$ cat config.mk
export PLATFORM = sky130hd
export DESIGN_NAME = sseg_scan_driver
export DESIGN_NICKNAME = d
export VERILOG_FILES = /design/src/rtl/sseg_pkg.sv /design/src/rtl/sseg_hex_font.sv /design/src/rtl/sseg_scan_driver.sv
export SDC_FILE = /design/constraint.sdc
export NUM_CORES = 1
export LEC_CHECK = 0
export CORE_MARGIN = 4
export CORE_UTILIZATION = 45
export CTS_CLUSTER_SIZE = 10
export DETAILED_ROUTE_END_ITERATION = 12
export GPL_TIMING_DRIVEN = 0
export PLACE_DENSITY = 0.67
export SKIP_LAST_GASP = 1
export SLEW_MARGIN = 20
export SYNTH_ARGS = -nofsm -noshare
export SYNTH_HDL_FRONTEND = slang
export SYNTH_SLANG_ARGS = --single-unit
export TNS_END_PERCENT = 50
$ cat constraint.sdc
create_clock -name clk -period 4.2 [get_ports clk]
set_input_delay 0.84 -clock clk [delete_from_list [all_inputs] [get_ports clk]]
set_output_delay 0.84 -clock clk [all_outputs]
set_load 0.1 [all_outputs]
$ cat src/rtl/sseg_pkg.sv
// Shared types and constants for the multiplexed seven-segment driver.
package sseg_pkg;

  typedef logic [1:0] digit_idx_t;

  localparam logic [3:0] ANODE_OFF     = 4'b1111;
  localparam logic [6:0] CATHODE_BLANK = 7'b1111111;

  // Active-low {g,f,e,d,c,b,a}; entry n is the glyph for hex digit n.
  localparam logic [6:0] FONT [16] = '{
    7'b1000000, 7'b1111001, 7'b0100100, 7'b0110000,
    7'b0011001, 7'b0010010, 7'b0000010, 7'b1111000,
    7'b0000000, 7'b0010000, 7'b0001000, 7'b0000011,
    7'b1000110, 7'b0100001, 7'b0000110, 7'b0001110
  };

endpackage

$ cat src/rtl/sseg_hex_font.sv
// Combinational hex-nibble to active-low seven-segment pattern lookup.
module sseg_hex_font
  import sseg_pkg::*;
(
  input  logic [3:0] nibble,
  output logic [6:0] pattern
);

  assign pattern = FONT[nibble];

endmodule

$ cat src/rtl/sseg_scan_driver.sv
// Four-digit common-anode scan driver: prescaler, digit counter, frame latch,
// leading-zero blanking and registered anode/cathode outputs.
//
//   dig | meaning
//   0   | driving digit 0 (rightmost, value[3:0])
//   1   | driving digit 1
//   2   | driving digit 2
//   3   | driving digit 3; its last cycle latches a new frame into shadow
module sseg_scan_driver
  import sseg_pkg::*;
#(
  parameter int REFRESH_DIV = 100000,
  parameter bit LZ_BLANK    = 1'b1
)
(
  input  logic        clk,
  input  logic        reset,
  input  logic [15:0] value,
  input  logic        en,
  output logic [6:0]  sseg_cathode,
  output logic [3:0]  sseg_anode
);

  localparam int CNT_W = $clog2(REFRESH_DIV);
  localparam logic [CNT_W-1:0] DIV_LAST = CNT_W'(REFRESH_DIV - 1);

  logic [CNT_W-1:0] div_cnt;
  digit_idx_t       dig;
  logic [15:0]      shadow;
  logic             tick;
  logic [3:0]       blank;
  logic [3:0]       nibble;
  logic [6:0]       pattern;

  assign tick   = (div_cnt == DIV_LAST);
  assign nibble = shadow[{dig, 2'b00} +: 4];

  // A digit is blank only if it and every nibble above it are zero; digit 0 always shows.
  always_comb begin
    blank = 4'b0000;
    if (LZ_BLANK) begin
      blank[3] = (shadow[15:12] == 4'h0);
      blank[2] = (shadow[15:8]  == 8'h00);
      blank[1] = (shadow[15:4]  == 12'h000);
    end
  end

  sseg_hex_font u_font (
    .nibble  (nibble),
    .pattern (pattern)
  );

  always_ff @(posedge clk) begin
    if (reset) begin
      div_cnt      <= '0;
      dig          <= 2'd0;
      shadow       <= 16'h0000;
      sseg_anode   <= ANODE_OFF;
      sseg_cathode <= CATHODE_BLANK;
    end else begin
      div_cnt <= tick ? '0 : div_cnt + 1'b1;
      if (tick) begin
        dig <= dig + 1'b1;
      end
      if (tick && dig == 2'd3) begin
        shadow <= value;
      end
      if (en && !blank[dig]) begin
        sseg_anode   <= ~(4'b0001 << dig);
        sseg_cathode <= pattern;
      end else begin
        sseg_anode   <= ANODE_OFF;
        sseg_cathode <= CATHODE_BLANK;
      end
    end
  end

endmodule
==> results of run 1 <==
## worst max path at each step
stage                          startpoint                    endpoint  depth (start not counted)
2_1_floorplan         dig[0]$_SDFFE_PP0P_  sseg_cathode[4]$_SDFF_PP1_                          6
3_3_place_gp     sseg_anode[0]$_SDFF_PP1_               sseg_anode[0]                          1
3_5_place_dp     sseg_anode[1]$_SDFF_PP1_               sseg_anode[1]                          1
4_1_cts          sseg_anode[1]$_SDFF_PP1_               sseg_anode[1]                          1
5_1_grt        sseg_cathode[5]$_SDFF_PP1_             sseg_cathode[5]                          1
6_report         sseg_anode[1]$_SDFF_PP1_               sseg_anode[1]                          1
## area by class of cell
cell class	instances	area, um^2	area share, %
tap	67	83.83	3.026
multi-input combinational	174	1256	45.35
buffer	21	118.9	4.291
inverter	9	33.78	1.220
sequential	46	920.9	33.24
clock buffer	7	76.32	2.755
timing repair buffer	28	280.3	10.12
## state kept, by name, indices dropped and copies added, names as in the netlist
register and flops:
sseg_anode 4, shadow 16, dig 2, sseg_cathode 7, div_cnt 17
## kinds of logic after synthesis
kind of cell	count (synthesis)	share of synthesized area (%)
adder cells (fa/ha/maj)	11	5.908
multiplexers	7	5.747
AND/OR/NAND/NOR	82	20.62
buffers and inverters	30	6.552
AO/OA/AOI/OAI	60	16.38
XOR/XNOR	14	5.263
flip-flops	46	39.53
## synthesized netlist by cell type (2+ instances only)
library cell	count
inv_1	9
clkbuf_1	6
or4_1	4
nor2b_1	2
nor2_1	11
nand2_1	13
mux4_2	5
o21a_1	2
o31ai_1	19
nor2_2	2
buf_6	3
a21oi_1	24
or3_1	2
ha_1	11
and3_1	5
nand4_1	22
nor3b_1	2
xor2_1	13
o21ai_0	6
nand3_1	10
dfxtp_1	46
o21ai_1	2
buf_2	11
o211ai_1	2
## metal layers
metal	track usage, %	vias up
met2	23.59	57
met5	0	-
met4	6.588	0
met3	4.063	9
li1	-	993
met1	23.33	874
## per-stage QoR
stage	total power (uW)	hold WS (ns)	instance area, um^2	setup WS, ns
floorplan	495.5	0.4118	2330	2.306
global placement	522.5	0.4254	2694	1.945
detailed placement	522.7	0.4345	2694	1.932
CTS	780.3	0.4465	2770	1.596
global route	803.4	0.4878	2770	1.560
finish	770.3	0.4456	2770	1.623
## power by group through the flow
stage / clock (uW) / combinational, uW / sequential, uW
6_report: 258 / 67.7 / 444
5_1_grt: 287 / 71.5 / 445
4_1_cts: 268 / 68.2 / 444
3_5_place_dp: 0 / 68.0 / 455
3_3_place_gp: 0 / 68.0 / 455
2_1_floorplan: 0 / 13.9 / 482
==> results.md, run 1 <==
* Slew of the pin with the lowest slew margin at 0.9696 ns
* Critical R2R Launch: dig[0]$_SDFFE_PP0P_
* Post-route ant nets at 0
* Sequential share of the synthesized area at 39.53%
* Later-pin clock latency in the skew report at 0.30 ns
* Largest net degree at the start of global routing at 13
* Post-CTS resize count at 0
* Top delay family on crit path: buffers and inverters
* I/O pin count at 30
* Req. time, crit path at 3.36 ns
* Vias in the first global route at 1735
* Synth area leader: dfxtp_1
* Die ar. at 0.006392 mm^2
* Clock skew at 0.004543 ns
* Asr flop ratio synth at 0%
* Initial antenna violation count at 0
* Slew Viols, Final at 0
* H-Tree Depth at 2
* Yosys top cell area share at 39.53%
* Most frequent cells in the layout: dfxtp_1, clkdlybuf4s50_1, a21oi_1
* Cells along the critical path: clkdlybuf4s50_1
* Largest cells by area after synthesis: dfxtp_1, o31ai_1, ha_1, nand4_1, a21oi_1
* Post-synth EDFFs at 0
* Gate power share at 8.8%
* Synth warn at 0
* Starting Density at 47.74%
* Core Footprint at 0.004880 mm^2
* Synth Net Count at 280
* Global-route wire length before repair at 8280 um
* Clk root buf: clkbuf_8
* Post-CTS setup buffer count at 0
* Max cap viols at 0
* CTS tree: yes
* Hold buffers post-CTS at 0
* Top sig layer: met4
* Worst Min Path Start: div_cnt[0]$_SDFF_PP0_
* Startpoint Class: flop
* Total CTS buffers at 5
* Worst reg2reg path endpoint: sseg_cathode[3]$_SDFF_PP1_
* Clock sinks at 46
* LEAKAGE at 0.001023 uW
* Setup TNS at 0 ns
* F_max at 0.3880 GHz
* Switching Share at 24.41%
* Total grt overflow at 0
* Crit-path max FO at 1
* Synth-to-layout area growth at 18.90%
* Net Switching at 188.0 uW
* Detailed Place HPWL at 3549 um
* Post-Syn Area per Cell at 9.319 um^2
* Status: completed
* IR drop worst, VDD at 0.1501 mV
* Worst-path clk slew at 0.08 ns
* CP max-delay cell: clkdlybuf4s50_1
* Worst Hold Path EP: div_cnt[0]$_SDFF_PP0_
* Gr usage total at 16.42%
* Drt first-iter violations at 118
* Count of cell types in the netlist at 42
* Wire length on met1 at 2456 um
* DRT Wirelength at 4926 um
* Unrepaired setup endpoints after global routing: false
* Rows at 25
* Clock power share at 33.5%
* DRT Pass-1 Iters at 5
* Post-DR wirelength/cell at 13.99 um
* Reg2reg path depth at 6
* Die height at 79.95 um
* # placed instances at 345
* Rel. slew slack at 35.16%
* Synth Cell Area at 0.002330 mm^2
* Pwr dens at 278.1 mW/mm^2
* Vias after detailed routing at 1933
* Seq pwr share at 57.7%
* CP bufs+invs at 1
* Fill cells at 484
* Die X at 79.95 um
* Critical Path Max Stage Delay at 1.13 ns
* Non-Filler Instances at 352
* CP arrival at 1.74 ns
* FF-to-FF setup slack at 2.12 ns
* Final period util at 61.36%
* Setup-failing EPs final at 0
* Vias per cell at 5.491
* P_int at 582.3 uW
* Met3 WL at 285 um
* Critical path class: flop to primary output
* Final Hold Viols at 0
* Hold path depth at 1
* Core Util, Final at 56.77%
* # diodes at 0
* Predominant post-synthesis flop cell: dfxtp_1
* Min Clock Period, post-route at 2.577 ns
* Commonest non-fill, non-tap cell in the layout: dfxtp_1
* CTS max path bufs at 2
* Post-Syn Instances at 250
* Yosys reg bits at 46
* IO Port Bufs at 28
* Layout cell share with drive strength beyond 1 at 11.23%
* CP Capture Type: primary output
* Layout Nets at 315
* Hold Path Class: flop to flop
* Routed wl met2 at 2104 um
* Final GP Congestion at 0.8865
* Remaining DRCs at 0
(Power assumes the default switching activity.)
==> run 2, diff against run 1 <==
--- a/config.mk
+++ b/config.mk
@@ -10,7 +10,7 @@
 export CTS_CLUSTER_SIZE = 10
 export DETAILED_ROUTE_END_ITERATION = 12
 export GPL_TIMING_DRIVEN = 0
-export PLACE_DENSITY = 0.67
+export PLACE_DENSITY = 0.7
 export SKIP_LAST_GASP = 1
 export SLEW_MARGIN = 20
 export SYNTH_ARGS = -nofsm -noshare
==> constraint.sdc (replaced) <==
create_clock -name clk -period 2.34 [get_ports clk]
set_input_delay 0.468 -clock clk [delete_from_list [all_inputs] [get_ports clk]]
set_output_delay 0.468 -clock clk [all_outputs]
set_load 0.1 [all_outputs]
==> results.md, run 2 (synthesis results as in run 1) <==
* # diodes at 0
* Unrepaired setup endpoints after global routing: false
* Status: completed
* Drt first-iter violations at 73
* IO Port Bufs at 28
* Layout Nets at 315
* Setup TNS at 0 ns
* Most frequent cells in the layout: dfxtp_1, clkdlybuf4s50_1, a21oi_1
* Final GP Congestion at 0.8506
* Top delay family on crit path: buffers and inverters
* Hold Path Class: flop to flop
* DRT Pass-1 Iters at 4
* Rel. slew slack at 35.53%
* Pwr dens at 525.6 mW/mm^2
* Largest Register: div_cnt
* Final Hold Viols at 0
* Later-pin clock latency in the skew report at 0.29 ns
* CP bufs+invs at 1
* Setup-failing EPs final at 0
* CP max-delay cell: clkdlybuf4s50_1
* Critical Path Max Stage Delay at 1.12 ns
* Post-CTS resize count at 0
* Layout cell share with drive strength beyond 1 at 12.24%
* Total grt overflow at 0
* Top Registers: div_cnt: 17 flops, shadow: 16 flops, sseg_cathode: 7 flops
* Starting Density at 47.74%
* Post-CTS setup buffer count at 0
* LEAKAGE at 0.001043 uW
* Post-route ant nets at 0
* Core Footprint at 0.004880 mm^2
* Clk root buf: clkbuf_8
* IR drop worst, VDD at 0.3798 mV
* Die X at 79.95 um
* Critical path class: flop to primary output
* Die ar. at 0.006392 mm^2
* Slew of the pin with the lowest slew margin at 0.9640 ns
* Gr usage total at 16.13%
* Min Clock Period, post-route at 2.200 ns
* Core Util, Final at 57.46%
* CP Capture Type: primary output
* Vias after detailed routing at 1924
* Post-DR wirelength/cell at 13.85 um
* Worst-path clk slew at 0.09 ns
* Req. time, crit path at 1.87 ns
* Max cap viols at 0
* Total CTS buffers at 5
* Clock sinks at 46
* Vias in the first global route at 1782
* Rows at 25
* Remaining DRCs at 0
* Largest net degree at the start of global routing at 14
* Detailed Place HPWL at 3528 um
* Global-route wire length before repair at 8155 um
* DRT Wirelength at 4888 um
* F_max at 0.4545 GHz
* Synth-to-layout area growth at 20.35%
* Cells along the critical path: clkdlybuf4s50_1
* Slew Viols, Final at 0
* Die height at 79.95 um
* Crit-path max FO at 1
* I/O pin count at 30
* H-Tree Depth at 2
* Vias per cell at 5.450
* Clock skew at 0.009864 ns
* Initial antenna violation count at 0
* CP arrival at 1.73 ns
* Final period util at 94.03%
* Commonest non-fill, non-tap cell in the layout: dfxtp_1
* Hold buffers post-CTS at 0
* CTS tree: yes
* CTS max path bufs at 2
* Largest register FFs at 17
* Startpoint Class: flop
-- run 2: changes by cell type in the layout (fill, tap and decap cells not counted) --
cell	previous run	this run
clkbuf_8	5	8
clkbuf_1	8	6
-- run 2: metrics by stage --
stage          std cells  worst slack [ns]  total power (uW)  cell area [um^2]  hold slack (ns)
3_3_place_gp         345            0.2772             937.6              2694           0.4255
4_1_cts              353            0.1225              1488              2804           0.4469
2_1_floorplan        250            0.4457             889.3              2330           0.4118
6_report             353            0.1398              1474              2804           0.4433
3_5_place_dp         345            0.2959             938.4              2694           0.4352
5_1_grt              353           0.06870              1530              2804           0.4823
-- run 2: final timing paths --
kind	to	startpoint	cells past startpoint	slack [ns]
max	sseg_anode[3]	sseg_anode[3]$_SDFF_PP1_	1	0.14
min	div_cnt[0]$_SDFF_PP0_	div_cnt[0]$_SDFF_PP0_	1	0.44
max reg2reg	sseg_cathode[4]$_SDFF_PP1_	dig[0]$_SDFFE_PP0P_	6	0.27
min reg2reg	div_cnt[0]$_SDFF_PP0_	div_cnt[0]$_SDFF_PP0_	1	0.44
-- run 2: layout make-up --
cell class / instances / area, um^2
Buffer: 21 / 118.9
Clock buffer: 8 / 110.1
Fill cell: 462 / 2076
Inverter: 9 / 33.78
Multi-Input combinational cell: 174 / 1256
Sequential cell: 46 / 920.9
Tap cell: 67 / 83.83
Timing Repair Buffer: 28 / 280.3
-- run 2: layer usage --
metal | global-route usage, % | wire, um
met2 | 24.67 | 2167
met1 | 22.03 | 2428
met5 | 0 | 0
met4 | 6.419 | 63
met3 | 3.386 | 229
-- run 2: report_power, final --
part / internal (uW) / switching, uW / total, uW
Combinational: 46.1 / 75.7 / 122
Sequential: 793 / 4.48 / 797
Clock: 298 / 256 / 555
Total: 1140 / 336 / 1470
==> patch, RTL diff (config.mk and constraints of run 2) <==
Reset style: asynchronous (`reset`), changed in one clocked block.
--- a/src/rtl/sseg_scan_driver.sv
+++ b/src/rtl/sseg_scan_driver.sv
@@ -50,7 +50,7 @@
     .pattern (pattern)
   );
 
-  always_ff @(posedge clk) begin
+  always_ff @(posedge clk or posedge reset) begin
     if (reset) begin
       div_cnt      <= '0;
       dig          <= 2'd0;
Formal check against the unedited RTL: differs if reset is asserted again (counterexample within 4 cycles, from zero or initial values and one cycle with reset high); with reset held inactive, the same outputs for 10 cycles.
==> patch against run 2 <==
Utilization is 0.91 points higher; design area increased by 0.94%; critical path type is now flip-flop to flip-flop; synthesized area fell by 0.64%; sequential cell count unchanged; total power is 12% higher; wire length decreased by 17%; count of clock-buffer cells in the layout fell by 3; setup slack better by 0.015 ns; non-clock buffer count shrank 13.
==> patch: results (changes against run 2) <==
Run status
  – Status: completed (unchanged)

Detailed routing
  – Via/cell ratio: 5.067 (was 5.450)
  – WL per Instance: 13.50 um (was 13.85 um)

Global route
  – Initial antenna violation count: 0 (unchanged)
  – Vias in the first global route: 1449 (was 1782)
  – Largest net degree at the start of global routing: 29 (was 14)
  – Total Routing Usage GR: 14.03% (was 16.13%)
  – First-pass GRT wire length: 6879 um (was 8155 um)

Worst setup path
  – Biggest cell delay along the critical path: 0.42 ns (was 1.12 ns)
  – Crit path max fanout: 10 (was 1)
  – Data arrival, critical path: 2.37 ns (was 1.73 ns)

Finish
  – Layout cells sized above 1: 21.12% (was 12.24%)
  – Fin nets: 261 (was 315)

Power
  – Leakage: 1.251 nW (was 1.043 nW)
  – Sw Share: 25.59% (was 22.83%)
  – Worst IR Drop VDD: 0.3018 mV (was 0.3798 mV)

Yosys
  – Mux cell area share after synthesis: 15.51% (was 5.747%)
  – Most frequent cells after synthesis: dfrtp_1 (35), nand2_1 (19), nor2_1 (13), xnor2_1 (13) (was dfxtp_1 (46), a21oi_1 (24), nand4_1 (22), o31ai_1 (19))
  – Number of distinct library cells after synthesis: 40 (was 42)
  – Top post-synthesis cells by area: dfrtp_1 (38%), dfstp_2 (12%), mux2_4 (6.5%) (was dfxtp_1 (40%), o31ai_1 (6.1%), ha_1 (5.9%))
  – Ys flop type: dfrtp_1 (was dfxtp_1)
  – Compound-Gate Fraction of Synth Area: 4.649% (was 16.38%)
  – Synthesized Nets: 224 (was 280)
  – Async S/R FF share, synth: 100.0% (was 0%)
  – Post-synthesis adder-cell area fraction: 5.946% (was 5.908%)
  – Top cell type's share of synthesized area: 37.84% (was 39.53%)
  – XOR/XNOR share of the synthesized area: 6.811% (was 5.263%)

Clocking
  – CTS resizes: 5 (was 0)

Placed design
  – Post-DP HPWL: 2957 um (was 3528 um)
  – RePlAce Congestion: 0.8498 (was 0.8506)
  – Placement Cell Area: 2709 um^2 (was 2694 um^2)

STA
  – Clk_skew: 0.004229 ns (was 0.009864 ns)
  – Slew HR: 35.72% (was 35.53%)

Hold path
  – Hold Path Class: input pin to asynchronous set/reset pin (was flip-flop to flip-flop)
-- patch: cell count changes in the layout (fill, tap and decap cells not counted), sizes merged, moves of 10 or more --
| cell | change |
|---|---|
| clkdlybuf4s50 | -10 |
| xnor2 | +12 |
| dfrtp | +35 |
| dfxtp | -46 |
| nand4 | -18 |
| a21oi | -21 |
| mux2 | +17 |
| o31ai | -19 |
| buf | -10 |
| dfstp | +11 |
-- patch: routing by layer --
metal	global-route usage (%)	wire [um]	part of all wire (%)	vias up
li1	-	-	-	752
met1	19.03	2015	50	725
met2	22.29	1780	44	32
met3	2.709	174	4.3	6
met4	5.155	65	1.6	0
met5	0	0	0	-
-- patch: critical path, delay by kind of cell, from the launching register on --
| kind | cells | cell delay, ns |
|---|---|---|
| adders and majority gates | 1 | 0.25 |
| muxes | 1 | 0.30 |
| DFF | 1 | 0.42 |
| buffers and inverters | 2 | 0.33 |
| and+or+nand+nor | 4 | 0.75 |
-- patch: worst paths after layout --
check | startpoint | endpoint | slack (ns) | depth (start not counted)
min reg2reg | div_cnt[4] | div_cnt[4] | 0.49 | 1
max reg2reg | div_cnt[0] | shadow[0] | 0.15 | 8
min | reset | shadow[11] | 0.47 | 2
min in group clk | div_cnt[4] | div_cnt[4] | 0.49 | 1
max in group asynchronous | reset | sseg_cathode[3] | 1.31 | 3
max | div_cnt[0] | shadow[0] | 0.15 | 8
-- patch: cells by family after synthesis --
kind of cell / after synthesis
XOR/XNOR: 18
adder cells (fa/ha/maj): 11
AND/OR/NAND/NOR: 63
multiplexers: 27
flip-flops: 46
AO/OA/AOI/OAI: 16
buffers and inverters: 13
-- patch: through the flow --
| step | std cells | power (mW) | TNS (ns) | setup WS (ns) |
|---|---|---|---|---|
| 3_3_place_gp | 290 | 1.074 | -3.083 | -0.08933 |
| 5_1_grt | 299 | 1.713 | -0.04183 | -0.04183 |
| 6_report | 299 | 1.650 | 0 | 0.1549 |
| 4_1_cts | 299 | 1.668 | -0.4532 | -0.07763 |
| 3_5_place_dp | 291 | 1.082 | 0 | 0.1503 |
| 2_1_floorplan | 194 | 1.009 | 0 | 0.3693 |
-- patch: power groups by stage --
stage / logic [mW] / clock network (mW) / registers [mW]
after floorplan: 0.0757 / 0 / 0.934
after global placement: 0.220 / 0 / 0.855
after detailed placement: 0.226 / 0 / 0.856
after CTS: 0.223 / 0.605 / 0.841
after global routing: 0.235 / 0.633 / 0.845
final: 0.220 / 0.590 / 0.840
-- patch: area by class of cell --
cell class	count	area [um^2]
Multi-Input combinational cell	135	1087
Clock buffer	5	68.82
Sequential cell	46	1165
Fill cell	428	2018
Timing Repair Buffer	30	319.1
Buffer	6	36.28
Clock inverter	3	43.79
Inverter	7	26.28
Tap cell	67	83.83
